File: src/rtl/rs_issue_scheduler_if.sv
// -----------------------------------------------------------------------------
// rs_issue_scheduler_if
// Bundles the dispatch, slot-status, issue and completion signals that connect
// the reservation-slot issue scheduler to the decoder, the slot array and the FU.
//
// Signals (directions from the scheduler's point of view, modport slave):
//   dispatchValid      in   decoder presents an instruction for allocation
//   dispatchStall      out  dispatchValid while no slot is free
//   slotWr             out  one-hot write strobe into the slot array
//   allocSlot          out  index of the slot being written
//   slotBusy           in   per-slot busy status
//   slotReady          in   per-slot operands-ready status
//   slotInstrRecieved  out  one-hot, one-cycle release pulse to the issued slot
//   issueValid         out  issueSlot's contents are presented to the FU
//   issueSlot          out  select for the FU operand mux
//   fuReady            in   FU accepts the presented instruction this cycle
//   freeCount          out  number of slots with slotBusy=0
//
// Handshake: the FU takes an instruction on a cycle where issueValid=1 and
// fuReady=1. While issueValid=1 and fuReady=0, issueSlot is held stable.
// Modport master is the environment side (decoder + slot array + FU).
// -----------------------------------------------------------------------------
interface rs_issue_scheduler_if #(
  parameter int NUM_SLOTS = 4,
  parameter int IDX_WIDTH = $clog2(NUM_SLOTS),
  parameter int CNT_WIDTH = $clog2(NUM_SLOTS + 1)
);
  logic                 dispatchValid;
  logic                 dispatchStall;
  logic [NUM_SLOTS-1:0] slotWr;
  logic [IDX_WIDTH-1:0] allocSlot;
  logic [NUM_SLOTS-1:0] slotBusy;
  logic [NUM_SLOTS-1:0] slotReady;
  logic [NUM_SLOTS-1:0] slotInstrRecieved;
  logic                 issueValid;
  logic [IDX_WIDTH-1:0] issueSlot;
  logic                 fuReady;
  logic [CNT_WIDTH-1:0] freeCount;

  modport slave (
    input  dispatchValid, slotBusy, slotReady, fuReady,
    output dispatchStall, slotWr, allocSlot, slotInstrRecieved,
           issueValid, issueSlot, freeCount
  );

  modport master (
    output dispatchValid, slotBusy, slotReady, fuReady,
    input  dispatchStall, slotWr, allocSlot, slotInstrRecieved,
           issueValid, issueSlot, freeCount
  );
endinterface

File: src/rtl/rs_issue_scheduler.sv
// -----------------------------------------------------------------------------
// rs_issue_scheduler
// Controller for a bank of NUM_SLOTS reservation slots feeding one FU.
//   - Allocation: lowest-index free slot gets a one-hot write strobe.
//   - Issue: a 3-state FSM (IDLE/GRANT/RELEASE) picks one busy+ready slot,
//     holds it to the FU until accepted, then pulses that slot's release strobe.
//   - Arbitration: round-robin by default. When the macro RS_AGE_PRIORITY_EN
//     is defined, an age matrix selects the oldest candidate instead and the
//     round-robin pointer is not built.
//
// Ports:
//   clk         in   system clock, all state on the rising edge
//   reset       in   asynchronous, active-high reset
//   bus         slave modport of rs_issue_scheduler_if (dispatch/issue/status)
//   dbg_state   out  current issue FSM state (0=IDLE, 1=GRANT, 2=RELEASE)
//   dbg_rr_ptr  out  round-robin pointer (constant 0 in the age-priority build)
// -----------------------------------------------------------------------------
module rs_issue_scheduler #(
  parameter int NUM_SLOTS = 4,
  parameter int IDX_WIDTH = $clog2(NUM_SLOTS),
  parameter int CNT_WIDTH = $clog2(NUM_SLOTS + 1)
) (
  input  logic                 clk,
  input  logic                 reset,
  rs_issue_scheduler_if.slave  bus,
  output logic [1:0]           dbg_state,
  output logic [IDX_WIDTH-1:0] dbg_rr_ptr
);

  localparam int IW1 = IDX_WIDTH + 1;

  typedef enum logic [1:0] {
    IDLE    = 2'd0,
    GRANT   = 2'd1,
    RELEASE = 2'd2
  } state_t;

  state_t               state;
  state_t               state_next;

  logic [NUM_SLOTS-1:0] free;
  logic [NUM_SLOTS-1:0] slot_wr;
  logic [IDX_WIDTH-1:0] alloc_slot;
  logic                 alloc_found;
  logic [CNT_WIDTH-1:0] free_count;

  logic [NUM_SLOTS-1:0] cand;
  logic                 win_found;
  logic [IDX_WIDTH-1:0] win_idx;

  logic [IDX_WIDTH-1:0] issue_slot;
  logic                 issue_load;
  logic                 issue_valid;
  logic [NUM_SLOTS-1:0] instr_rcv;

  // ---------------------------------------------------------------------------
  // Allocation (purely combinational, follows slotBusy/dispatchValid always)
  // ---------------------------------------------------------------------------
  always_comb begin
    free        = ~bus.slotBusy;
    slot_wr     = '0;
    alloc_slot  = '0;
    alloc_found = 1'b0;
    free_count  = '0;
    for (int i = 0; i < NUM_SLOTS; i++) begin
      if (free[i] && !alloc_found) begin
        alloc_found = 1'b1;
        alloc_slot  = IDX_WIDTH'(i);
        slot_wr[i]  = bus.dispatchValid;
      end
      free_count = free_count + CNT_WIDTH'(free[i]);
    end
  end

  // A slot being written this cycle holds stale status, so it is excluded.
  assign cand = bus.slotBusy & bus.slotReady & ~slot_wr;

`ifdef RS_AGE_PRIORITY_EN
  // ---------------------------------------------------------------------------
  // Oldest-first arbitration. older[i][j]=1 means slot i was written before j.
  // ---------------------------------------------------------------------------
  logic [NUM_SLOTS-1:0] older [NUM_SLOTS];
  logic                 blocked;

  always_ff @(posedge clk or posedge reset) begin
    if (reset) begin
      for (int i = 0; i < NUM_SLOTS; i++) older[i] <= '0;
    end else begin
      for (int j = 0; j < NUM_SLOTS; j++) begin
        if (slot_wr[j]) begin
          // Everything already resident is older than the new entry; the new
          // entry is older than nothing.
          for (int i = 0; i < NUM_SLOTS; i++) begin
            if (i != j) older[i][j] <= bus.slotBusy[i];
          end
          older[j] <= '0;
        end
      end
    end
  end

  always_comb begin
    win_found = 1'b0;
    win_idx   = '0;
    blocked   = 1'b0;
    for (int i = 0; i < NUM_SLOTS; i++) begin
      blocked = 1'b0;
      for (int k = 0; k < NUM_SLOTS; k++) begin
        if (cand[k] && older[k][i]) blocked = 1'b1;
      end
      if (cand[i] && !blocked && !win_found) begin
        win_found = 1'b1;
        win_idx   = IDX_WIDTH'(i);
      end
    end
  end

  assign dbg_rr_ptr = '0;
`else
  // ---------------------------------------------------------------------------
  // Round-robin arbitration: search rr_ptr, rr_ptr+1, ... wrapping at NUM_SLOTS.
  // ---------------------------------------------------------------------------
  logic [IDX_WIDTH-1:0] rr_ptr;
  logic [IW1-1:0]       rr_sum;
  logic [IDX_WIDTH-1:0] rr_idx;
  logic [IW1-1:0]       rr_inc;
  logic                 rr_load;

  always_comb begin
    win_found = 1'b0;
    win_idx   = '0;
    rr_sum    = '0;
    rr_idx    = '0;
    for (int off = 0; off < NUM_SLOTS; off++) begin
      rr_sum = {1'b0, rr_ptr} + IW1'(off);
      if (rr_sum >= IW1'(NUM_SLOTS)) rr_sum = rr_sum - IW1'(NUM_SLOTS);
      rr_idx = rr_sum[IDX_WIDTH-1:0];
      if (cand[rr_idx] && !win_found) begin
        win_found = 1'b1;
        win_idx   = rr_idx;
      end
    end
  end

  // Pointer moves past the issued slot as the FSM enters RELEASE.
  assign rr_load = (state == GRANT) && bus.fuReady;

  always_comb begin
    rr_inc = {1'b0, issue_slot} + IW1'(1);
    if (rr_inc >= IW1'(NUM_SLOTS)) rr_inc = '0;
  end

  always_ff @(posedge clk or posedge reset) begin
    if (reset) rr_ptr <= '0;
    else if (rr_load) rr_ptr <= rr_inc[IDX_WIDTH-1:0];
  end

  assign dbg_rr_ptr = rr_ptr;
`endif

  // ---------------------------------------------------------------------------
  // Issue FSM
  // ---------------------------------------------------------------------------
  always_ff @(posedge clk or posedge reset) begin
    if (reset) state <= IDLE;
    else state <= state_next;
  end

  always_comb begin
    state_next  = state;
    issue_load  = 1'b0;
    issue_valid = 1'b0;
    instr_rcv   = '0;
    case (state)
      IDLE: begin
        if (win_found) begin
          issue_load = 1'b1;
          state_next = GRANT;
        end
      end
      GRANT: begin
        issue_valid = 1'b1;
        if (bus.fuReady) state_next = RELEASE;
      end
      RELEASE: begin
        // The slot clears busy on the next edge, so it cannot be re-picked.
        instr_rcv[issue_slot] = 1'b1;
        state_next            = IDLE;
      end
      default: state_next = IDLE;
    endcase
  end

  // Winner is latched only when leaving IDLE; held through GRANT and RELEASE.
  always_ff @(posedge clk or posedge reset) begin
    if (reset) issue_slot <= '0;
    else if (issue_load) issue_slot <= win_idx;
  end

  // ---------------------------------------------------------------------------
  // Outputs
  // ---------------------------------------------------------------------------
  assign bus.slotWr            = slot_wr;
  assign bus.allocSlot         = alloc_slot;
  assign bus.dispatchStall     = bus.dispatchValid & ~|free;
  assign bus.freeCount         = free_count;
  assign bus.issueValid        = issue_valid;
  assign bus.issueSlot         = issue_slot;
  assign bus.slotInstrRecieved = instr_rcv;
  assign dbg_state             = state;

endmodule
File: src/flat_wrapper.sv
// flat-port wrapper written by rule: the top's interface ports become plain ports
module rs_issue_scheduler_flat 
#(
  parameter int NUM_SLOTS = 4,
  parameter int IDX_WIDTH = $clog2(NUM_SLOTS),
  parameter int CNT_WIDTH = $clog2(NUM_SLOTS + 1)
)
  (clk, reset, dbg_state, dbg_rr_ptr, bus_dispatchValid, bus_slotBusy, bus_slotReady, bus_fuReady, bus_dispatchStall, bus_slotWr, bus_allocSlot, bus_slotInstrRecieved, bus_issueValid, bus_issueSlot, bus_freeCount);
  rs_issue_scheduler_if #(.NUM_SLOTS(NUM_SLOTS), .IDX_WIDTH(IDX_WIDTH), .CNT_WIDTH(CNT_WIDTH)) bus_i ();
  input  logic clk;
  input  logic reset;
  output logic [1:0] dbg_state;
  output logic [IDX_WIDTH-1:0] dbg_rr_ptr;
  input wire logic [$bits(bus_i.dispatchValid)-1:0] bus_dispatchValid;
  input wire logic [$bits(bus_i.slotBusy)-1:0] bus_slotBusy;
  input wire logic [$bits(bus_i.slotReady)-1:0] bus_slotReady;
  input wire logic [$bits(bus_i.fuReady)-1:0] bus_fuReady;
  output wire logic [$bits(bus_i.dispatchStall)-1:0] bus_dispatchStall;
  output wire logic [$bits(bus_i.slotWr)-1:0] bus_slotWr;
  output wire logic [$bits(bus_i.allocSlot)-1:0] bus_allocSlot;
  output wire logic [$bits(bus_i.slotInstrRecieved)-1:0] bus_slotInstrRecieved;
  output wire logic [$bits(bus_i.issueValid)-1:0] bus_issueValid;
  output wire logic [$bits(bus_i.issueSlot)-1:0] bus_issueSlot;
  output wire logic [$bits(bus_i.freeCount)-1:0] bus_freeCount;
  assign bus_i.dispatchValid = bus_dispatchValid;
  assign bus_i.slotBusy = bus_slotBusy;
  assign bus_i.slotReady = bus_slotReady;
  assign bus_i.fuReady = bus_fuReady;
  assign bus_dispatchStall = bus_i.dispatchStall;
  assign bus_slotWr = bus_i.slotWr;
  assign bus_allocSlot = bus_i.allocSlot;
  assign bus_slotInstrRecieved = bus_i.slotInstrRecieved;
  assign bus_issueValid = bus_i.issueValid;
  assign bus_issueSlot = bus_i.issueSlot;
  assign bus_freeCount = bus_i.freeCount;
  rs_issue_scheduler #(.NUM_SLOTS(NUM_SLOTS), .IDX_WIDTH(IDX_WIDTH), .CNT_WIDTH(CNT_WIDTH)) u_core (.clk(clk), .reset(reset), .bus(bus_i), .dbg_state(dbg_state), .dbg_rr_ptr(dbg_rr_ptr));
endmodule
File: config.mk
export PLATFORM = sky130hd
export DESIGN_NAME = rs_issue_scheduler_flat
export DESIGN_NICKNAME = d
export VERILOG_FILES = /design/src/rtl/rs_issue_scheduler_if.sv /design/src/rtl/rs_issue_scheduler.sv /design/src/flat_wrapper.sv
export SDC_FILE = /design/constraint.sdc
export NUM_CORES = 1
export LEC_CHECK = 0
export ABC_AREA = 1
export BUFFER_PORTS_ARGS = -buffer_cell sky130_fd_sc_hd__buf_4
export CAP_MARGIN = 25
export CORE_MARGIN = 2
export CORE_UTILIZATION = 51
export CTS_CLUSTER_DIAMETER = 60
export DETAILED_ROUTE_END_ITERATION = 6
export HOLD_SLACK_MARGIN = 0.15
export PLACE_DENSITY = 0.81
export REMOVE_ABC_BUFFERS = 1
export SETUP_SLACK_MARGIN = 0.15
export SYNTH_ARGS = -nofsm -noshare
export SYNTH_HDL_FRONTEND = slang
export SYNTH_SLANG_ARGS = --single-unit
File: constraint.sdc
create_clock -name clk -period 4.5 [get_ports clk]
set_clock_uncertainty 0.1 [all_clocks]
set_input_delay 0.9 -clock clk [delete_from_list [all_inputs] [get_ports clk]]
set_output_delay 0.9 -clock clk [all_outputs]
set_load 0.03 [all_outputs]
==> results by group, run 1 <==
STA
  – Final setup vio count: 0
  – Final period util: 0.705
  – Worst-margin pin slew: 0.428 ns
  – Slew HR: 0.715
  – Hold Slack: about 0.46 ns
  – Fin crit period: 3.17 ns
  – Fmax: 0.315 GHz
  – Max Slew Vio Count: 0
  – Final hold viol count: 0
  – Final setup margin: 1.33 ns
  – RSZ-0062 raised after global routing: no
  – Setup TNS: 0 ns

Power and ir drop
  – Leak: around 0.66 nW
  – Total power draw: 664 µW
  – Pwr dens: 624 nW/µm²
  – VDD IR max: 0.471 mV

Cells and area
  – Nets: 189
  – Most frequent cells in the layout: nand2_1 (49), buf_4 (32), inv_1 (19)
  – N_diodes: 0
  – Synth-to-Final Area Change: 32.2%
  – Layout cell share with drive strength beyond 1: 0.277
  – Most common cell after layout, fill and taps aside: nand2_1

Placed design
  – Dpl ws: between 1 and 1.5 ns
  – Final HPWL from detailed placement: 1.62 mm
  – I/O Buffers: 32
  – Final RePlAce weighted congestion: between 0.8 and 0.9

Critical path
  – Worst setup SP type: input pin
  – Critical Path AT: 2.17 ns
  – Critical path peak fanout: 7
  – Crit path capture type: primary output
  – WP data required: around 3.5 ns
  – Worst setup path category: input pin to primary output

CTS
  – Number of clock sinks: 6
  – CTS Root Cell: clkbuf_4
  – Clock slew at reported path FFs: 0.05 ns
  – TritonCTS clock tree: built
  – Later-pin clock latency in the skew report: roughly 0.24 ns
  – # resized after CTS: 0
  – CTS Buffer Depth: 2
  – Quantity of hold-fixing buffers added after cts: 0
  – H-tree depth: 1
  – Post-CTS setup buffer count: 0
  – TritonCTS Buffers: 3

Route
  – Vias: 901
  – Post-DR wirelength/cell: 10.6 µm
  – Uppermost layer routed: met4
  – # DRC: 0
  – Routed wl met3: 50 µm
  – Drt pass-1 iters: 4
  – Routed metal-1 wirelength: roughly 950 µm
  – Number of routed nets with antenna violations: 0
  – Initial DRC Count: 21
  – Number of vias per cell: 4.95
  – Met2 WL post-DR: 923 µm
  – Drt total wl: 1.94 mm

Yosys
  – Synth cell types: 21
  – Post-Syn Instances: 134
  – Synth Area per Inst: 6.00 µm²
  – Top post-synthesis cells by area: nand2_1 (23%), dfrtp_1 (19%), ha_1 (12%)
  – Mapped cell area: 805 µm²
  – Area leader, netlist: nand2_1
  – Sequential cell area fraction in the yosys report: 0.187
  – Yosys top cell area share: 0.229
  – Synthesis warning total: 0
  – #FFs+latches synth: 6

Floorplanning
  – I/O pin count: 33
  – Die height: 43.7 µm
  – DIE AREA: between 1500 and 2000 µm²
  – Initial Utilization: 0.540
  – Die W: 43.7 µm
  – Core ar.: roughly 1500 µm²
  – Row cnt: 14

GRT
  – Initial antenna violation count: 0
  – Grt total ovfl: 0
  – GR Util All Layers: 0.231
  – First-pass GRT wire length: 3.30 mm
  – Vias in the first global route: 746
  – Largest net degree at the start of global routing: 14

Flow run
  – Max_cap viols: 0

Worst hold path
  – Hold Crit Class: flip-flop to flip-flop

Outcome
  – Status: finished, final reports clean
## routing by layer
layer  global-route usage  vias to the layer above
met5                    0                        -
li1                     -                      482
met4               0.0727                        0
met2                0.344                       13
met3               0.0500                        2
met1                0.332                      404
## power by group
part	internal (mW)	switching (mW)	total, mW
registers	0.0801	0.0447	0.125
logic	0.170	0.319	0.489
clock network	0.0302	0.0196	0.0498
total	0.280	0.384	0.664
## cell families (layout without fill, tap and decap cells)
| kind of cell | after synthesis | after routing | share of synthesized area |
|---|---|---|---|
| AND/OR/NAND/NOR | 88 | 88 | 0.491 |
| AO/OA/AOI/OAI | 6 | 6 | 0.0404 |
| buffers and inverters | 25 | 57 | 0.132 |
| flip-flops | 6 | 6 | 0.187 |
| adder cells (fa/ha/maj) | 9 | 9 | 0.149 |
## flip-flops by register name, indices dropped and copies added, names as in the netlist
register / count
u_core.bus.issueSlot: 2
u_core.dbg_rr_ptr: 2
u_core.dbg_state: 2
## stage by stage
| step | area [µm²] | util | std cells |
|---|---|---|---|
| floorplan | 781 | - | 131 |
| global placement | 1040 | 0.699 | 179 |
| detailed placement | 1040 | 0.699 | 179 |
| CTS | 1060 | 0.714 | 182 |
| global route | 1060 | 0.714 | 182 |
| finish | 1060 | 0.714 | 182 |
## worst paths after layout
check                                      from                       to  slack [ns]  cells past startpoint
setup / recovery                bus_slotBusy[0]         bus_freeCount[1]        1.33                      6
hold / removal              u_core.dbg_state[1]      u_core.dbg_state[0]        0.46                      1
setup reg to reg           u_core.dbg_rr_ptr[0]  u_core.bus.issueSlot[1]        2.76                     10
hold reg to reg             u_core.dbg_state[1]      u_core.dbg_state[0]        0.46                      1
max in group asynchronous                 reset  u_core.bus.issueSlot[0]        3.65                      2
min in group asynchronous                 reset  u_core.bus.issueSlot[1]        0.47                      2
## worst max-delay path: stages
cell and delay [ns]:
buf_4 0.12, inv_1 0.05, ha_1 0.29, fa_1 0.37
ha_1 0.28, buf_4 0.17
## synth_stat cells
cell / n
nand3_1: 18
a21oi_1: 2
ha_1: 8
nor2_2: 1
o31ai_1: 1
dfrtp_1: 6
nand4_1: 2
inv_2: 3
nand2_1: 49
nand4_2: 1
buf_6: 1
fa_1: 1
o21ai_0: 3
nor2_1: 9
nor3_1: 1
buf_2: 1
buf_4: 1
nand3_2: 2
nand2_2: 4
nor4_1: 1
inv_1: 19
## cell type report
cell class | count | area, µm²
clock buffer | 3 | 22.5
fill | 128 | 425
inverter | 22 | 82.6
multi-input combinational | 103 | 548
sequential | 6 | 150
tap | 16 | 20.0
timing repair buffer | 32 | 240
Note: power is estimated with default switching activity, not from simulation.
==> inputs of run 2 (changes only) <==
Settings changed: CORE_UTILIZATION 51 to 43, PLACE_DENSITY 0.81 to 0.72.
Clock period 4.5 ns to 2.8 ns, I/O delays scaled along.
==> run 2 against run 1 <==
  * Sequential power is 64% higher
  * Clock power up 46%
  * Via count rose by 2.8%
  * Sequential share of layout area fell by 0.28 points
  * Wire length grew 3.8%
  * Combinational power grew 63%
  * Global-route usage down 3.5 points
==> results by group, run 2 (synthesis results as in run 1) <==
Outcome
  – Status: finished, final reports clean

Floorplanning
  – Initial Utilization: 0.461
  – Row cnt: 15
  – Die W: 47.3 µm
  – Core ar.: 1750 µm²
  – DIE AREA: 2230 µm²
  – Die height: 47.3 µm
  – I/O pin count: 33

Cells and area
  – Finished Core Util: 0.622
  – Footprint of the multi-input gates: between 500 and 600 µm²
  – Most common cell after layout, fill and taps aside: nand2_1
  – Most frequent cells in the layout: nand2_1 (49), buf_4 (32), inv_1 (19)
  – FF/Latch Area: 150 µm²
  – Synth-to-Final Area Change: 34.8%
  – Final Non-Filler Cells: 192
  – Filler instances: 173
  – Nets: 190
  – N_diodes: 0
  – Layout cell share with drive strength beyond 1: 0.275

Placed design
  – Final RePlAce weighted congestion: between 0.8 and 0.9
  – Final HPWL from detailed placement: 1.65 mm
  – I/O Buffers: 32
  – Placed insts: 188

Critical path
  – CP max-delay cell: fa_1
  – Crit-path cells: buf_4, inv_1, ha_1, fa_1, ha_1, buf_4
  – Crit path capture type: primary output
  – Crit path depth: 6
  – Worst setup SP type: input pin
  – Crit path largest cell delay: 0.36 ns
  – Buffers & Inverters on Critical Path: 3
  – Worst path top cell family by delay: adder cells
  – Critical path peak fanout: 7
  – Worst setup path category: input pin to primary output
  – WP data required: 2.14 ns
  – Worst R2R Path Depth: 10
  – Critical Path AT: 1.83 ns

Flow run
  – Max_cap viols: 0

GRT
  – Vias in the first global route: 794
  – First-pass GRT wire length: 3.20 mm
  – GR Layer Usage met3: 0.0115
  – Largest net degree at the start of global routing: 14
  – Grt total ovfl: 0
  – GR Util All Layers: 0.195
  – Met2 usage: 0.314
  – Initial antenna violation count: 0
  – Gr busiest metal: met2
  – Met1 usage: 0.284

CTS
  – Number of clock sinks: 6
  – # resized after CTS: 0
  – H-tree depth: 1
  – TritonCTS clock tree: built
  – Later-pin clock latency in the skew report: 0.23 ns
  – CTS Buffer Depth: 2
  – TritonCTS Buffers: 3
  – Post-CTS setup buffer count: 0
  – Clock slew at reported path FFs: 0.04 ns
  – CTS Root Cell: clkbuf_4
  – Quantity of hold-fixing buffers added after cts: 1

Route
  – Initial DRC Count: 27
  – Drt pass-1 iters: 4
  – Post-DR wirelength/cell: 10.5 µm
  – # DRC: 0
  – Number of routed nets with antenna violations: 0
  – Number of vias per cell: 4.82
  – Vias: roughly 930
  – Drt total wl: roughly 2 mm

Power and ir drop
  – VDD IR max: between 0.6 and 0.7 mV
  – Leak: 0.665 nW
  – Total power draw: 1.08 mW
  – Pwr dens: about 1000 nW/µm²

Worst hold path
  – Hold Crit Class: input pin to flip-flop
  – WHS Path Cells: 2

STA
  – Fin crit period: 2.49 ns
  – Final hold viol count: 0
  – Hold Slack: 0.426 ns
  – Setup TNS: 0 ns
  – RSZ-0062 raised after global routing: no
  – Max Slew Vio Count: 0
  – Worst-margin pin slew: 0.432 ns
  – Fmax: 0.401 GHz
  – Slew HR: 0.712
  – Final period util: 0.891
  – Final setup vio count: 0
==> run 2: through the flow <==
stage | worst slack [ns] | area [µm²]
global route | 0.261 | 1080
detailed placement | 0.302 | 1050
CTS | 0.295 | 1080
global placement | 0.326 | 1050
finish | 0.306 | 1080
floorplan | 0.472 | 781
==> run 2: worst register-to-register path, cell delays in order (launching register included) <==
cell	delay [ns]
dfrtp_1	0.53
inv_2	0.26
nand2_1	0.10
nand2_2	0.11
nand2_1	0.07
nand2_1	0.09
nand4_2	0.13
nand2_2	0.12
inv_2	0.03
nand2_1	0.06
nand2_1	0.05
==> run 2: worst paths after layout <==
check	end	from	slack [ns]
setup / recovery	bus_freeCount[1]	bus_slotBusy[0]	0.31
hold / removal	u_core.dbg_state[0]	bus_fuReady	0.43
setup reg to reg	u_core.bus.issueSlot[1]	u_core.dbg_rr_ptr[0]	1.03
hold reg to reg	u_core.dbg_state[0]	u_core.dbg_state[1]	0.45
max in group asynchronous	u_core.dbg_state[0]	reset	1.72
min in group asynchronous	u_core.dbg_state[1]	reset	0.71
==> run 2: final cells by class <==
type | instances | area share
Timing Repair Buffer | 33 | 0.231
Tap cell | 25 | 0.0288
Sequential cell | 6 | 0.138
Multi-Input combinational cell | 103 | 0.505
Clock buffer | 3 | 0.0208
Inverter | 22 | 0.0761
==> run 2: power breakdown <==
group | switching (mW) | internal, mW
Combinational | 0.524 | 0.274
Sequential | 0.0761 | 0.129
Clock | 0.0247 | 0.0480
Total | 0.625 | 0.451
==> run 2: metal layers <==
metal | wire, µm | vias up
li1 | - | 486
met1 | 962 | 422
met2 | 987 | 18
met3 | 60 | 0
met4 | 0 | 0
met5 | 0 | -
==> inputs of run 3 (changes only) <==
Settings changed: CORE_UTILIZATION 43 to 47, PLACE_DENSITY 0.72 to 0.75.
Clock period 2.8 ns to 2.53 ns, I/O delays scaled along.
==> run 3 against run 2 <==
  * Clock-buffer cell count is the same
  * Critical path depth unchanged
  * Power rose by 12%
  * Highest routed layer unchanged
  * Sequential share of layout area fell by 0.25 points
  * Critical path type unchanged
==> results by group, run 3 (synthesis results as in run 1) <==
GRT
  – First-pass GRT wire length: between 3 and 4 mm
  – Largest net degree at the start of global routing: 14
  – Vias in the first global route: 817
  – GR Util All Layers: 0.224
  – Grt total ovfl: 0
  – Initial antenna violation count: 0

CTS
  – H-tree depth: 1
  – TritonCTS clock tree: built
  – Post-CTS setup buffer count: 0
  – Number of clock sinks: 6
  – Later-pin clock latency in the skew report: 0.24 ns
  – CTS Buffer Depth: 2
  – CTS Root Cell: clkbuf_4
  – Clock slew at reported path FFs: 0.04 ns
  – TritonCTS Buffers: 3

Critical path
  – RR Endpoint: u_core.bus.issueSlot[1]
  – Crit path largest cell delay: 0.40 ns
  – WP data required: between 1.5 and 2 ns
  – Cell repeated most along the worst path: ha_4
  – Crit path capture type: primary output
  – Worst R2R Path Depth: 10
  – CP max-delay cell: fa_2
  – Crit-path cells: buf_4, inv_1, ha_4, fa_2, ha_4, buf_6
  – Worst r2r src: u_core.dbg_rr_ptr[0]
  – Critical Path AT: 1.75 ns
  – Worst setup path category: input pin to primary output
  – Worst setup SP type: input pin
  – Critical path peak fanout: 7
  – R2r setup slk: 0.81 ns

Cells and area
  – N_diodes: 0
  – Most common cell after layout, fill and taps aside: nand2_1
  – Nets: 190
  – Synth-to-Final Area Change: 37.3%
  – Layout cell share with drive strength beyond 1: 0.299
  – Most frequent cells in the layout: nand2_1 (49), buf_4 (31), nand3_1 (18), inv_1 (18), nor2_1 (9)
  – Final Non-Filler Cells: between 150 and 200

Power and ir drop
  – Pwr dens: 1090 nW/µm²
  – Clock group share of total power: 0.070
  – Internal power: slightly above 500 µW
  – Leak: approximately 0.66 nW
  – VDD IR max: between 0.6 and 0.7 mV
  – Sw frac: 0.579
  – NetSw: a little under 700 µW
  – Combinational share of power: 0.744
  – Sequential power share: 0.186

Route
  – Drt total wl: 2.18 mm
  – Met2 WL post-DR: 1.11 mm
  – Initial DRC Count: 21
  – Drt pass-1 iters: 4
  – # DRC: 0
  – Number of routed nets with antenna violations: 0
  – Vias: 945
  – Routed metal-1 wirelength: ~1000 µm
  – Number of vias per cell: around 5.2
  – Post-DR wirelength/cell: 11.9 µm
  – Uppermost layer routed: met3
  – Routed wl met3: 75 µm

Floorplanning
  – I/O pin count: 33
  – Row cnt: 14
  – Die height: between 40 and 50 µm
  – Initial Utilization: 0.516
  – Die W: 45.4 µm
  – DIE AREA: ~2000 µm²
  – Core ar.: ~1600 µm²

STA
  – Final setup vio count: 0
  – Max Slew Vio Count: 0
  – Worst-margin pin slew: 0.407 ns
  – Fin crit period: 2.36 ns
  – Final hold viol count: 0
  – Final period util: 0.932
  – RSZ-0062 raised after global routing: no
  – Fmax: 0.424 GHz
  – Slew HR: 0.729
  – Setup TNS: 0 ns

Worst hold path
  – Hold Crit Class: input pin to flip-flop
  – HP Start: bus_fuReady
  – WHS Path Cells: 2
  – Worst Hold End: u_core.dbg_state[0]

Outcome
  – Status: finished, final reports clean

Placed design
  – Final HPWL from detailed placement: between 1.5 and 2 mm
  – I/O Buffers: 32
  – Placed insts: 179
  – Final RePlAce weighted congestion: 0.856

Flow run
  – Max_cap viols: 0
==> run 3: cell counts in the layout (fill, tap and decap cells not counted) <==
No cell type changed its count.
==> run 3: per-layer routing <==
metal	up-vias	GRT usage
met3	0	0.0238
met4	0	0.0706
met5	-	0
met2	26	0.369
li1	489	-
met1	430	0.307
==> run 3: timing repair <==
item                                    CTS  global route
endpoints found under the setup margin    1             1
pin swaps                                 1             2
resized for setup                         2             3
hold endpoints to repair                  6             0
hold buffers                              1             0
==> run 3: worst max path at each step <==
| stage | start | end | slack, ns |
|---|---|---|---|
| 2_1_floorplan | bus_slotBusy[0] | bus_dispatchStall | 0.31 |
| 3_3_place_gp | bus_slotBusy[0] | bus_freeCount[1] | 0.17 |
| 3_5_place_dp | bus_slotBusy[0] | bus_freeCount[1] | 0.12 |
| 4_1_cts | bus_slotBusy[0] | bus_freeCount[1] | 0.16 |
| 5_1_grt | bus_slotBusy[0] | bus_freeCount[1] | 0.15 |
| 6_report | bus_slotBusy[0] | bus_freeCount[1] | 0.17 |
==> run 3: area by class of cell <==
cell class	instances	area, µm²
Clock buffer	3	22.5
Tap cell	16	20.0
Multi-Input combinational cell	103	576
Sequential cell	6	150
Inverter	22	82.6
Timing Repair Buffer	33	254
Fill cell	129	454
==> run 3: power by group through the flow <==
stage          registers [mW]  clock network [mW]  logic, mW
2_1_floorplan           0.294                   0      0.557
3_3_place_gp            0.219                   0      0.861
3_5_place_dp            0.222                   0      0.883
4_1_cts                 0.220              0.0884      0.890
5_1_grt                 0.231              0.0916      0.992
6_report                0.224              0.0837      0.895
==> run 3: per-stage QoR <==
step | cell area, µm² | setup WS (ns) | total power [mW] | hold WS (ns) | util
2_1_floorplan | 781 | 0.310 | 0.850 | 0.197 | -
3_3_place_gp | 1040 | 0.167 | 1.08 | 0.333 | 0.668
3_5_place_dp | 1040 | 0.124 | 1.10 | 0.340 | 0.668
4_1_cts | 1080 | 0.157 | 1.20 | 0.337 | 0.693
5_1_grt | 1100 | 0.146 | 1.32 | 0.345 | 0.709
6_report | 1100 | 0.173 | 1.20 | 0.342 | 0.709
==> run 3: worst max-delay path: cells and delay by family <==
family	cells	cell delay, ns
fa+ha+maj	3	0.88
buf+inv	3	0.36
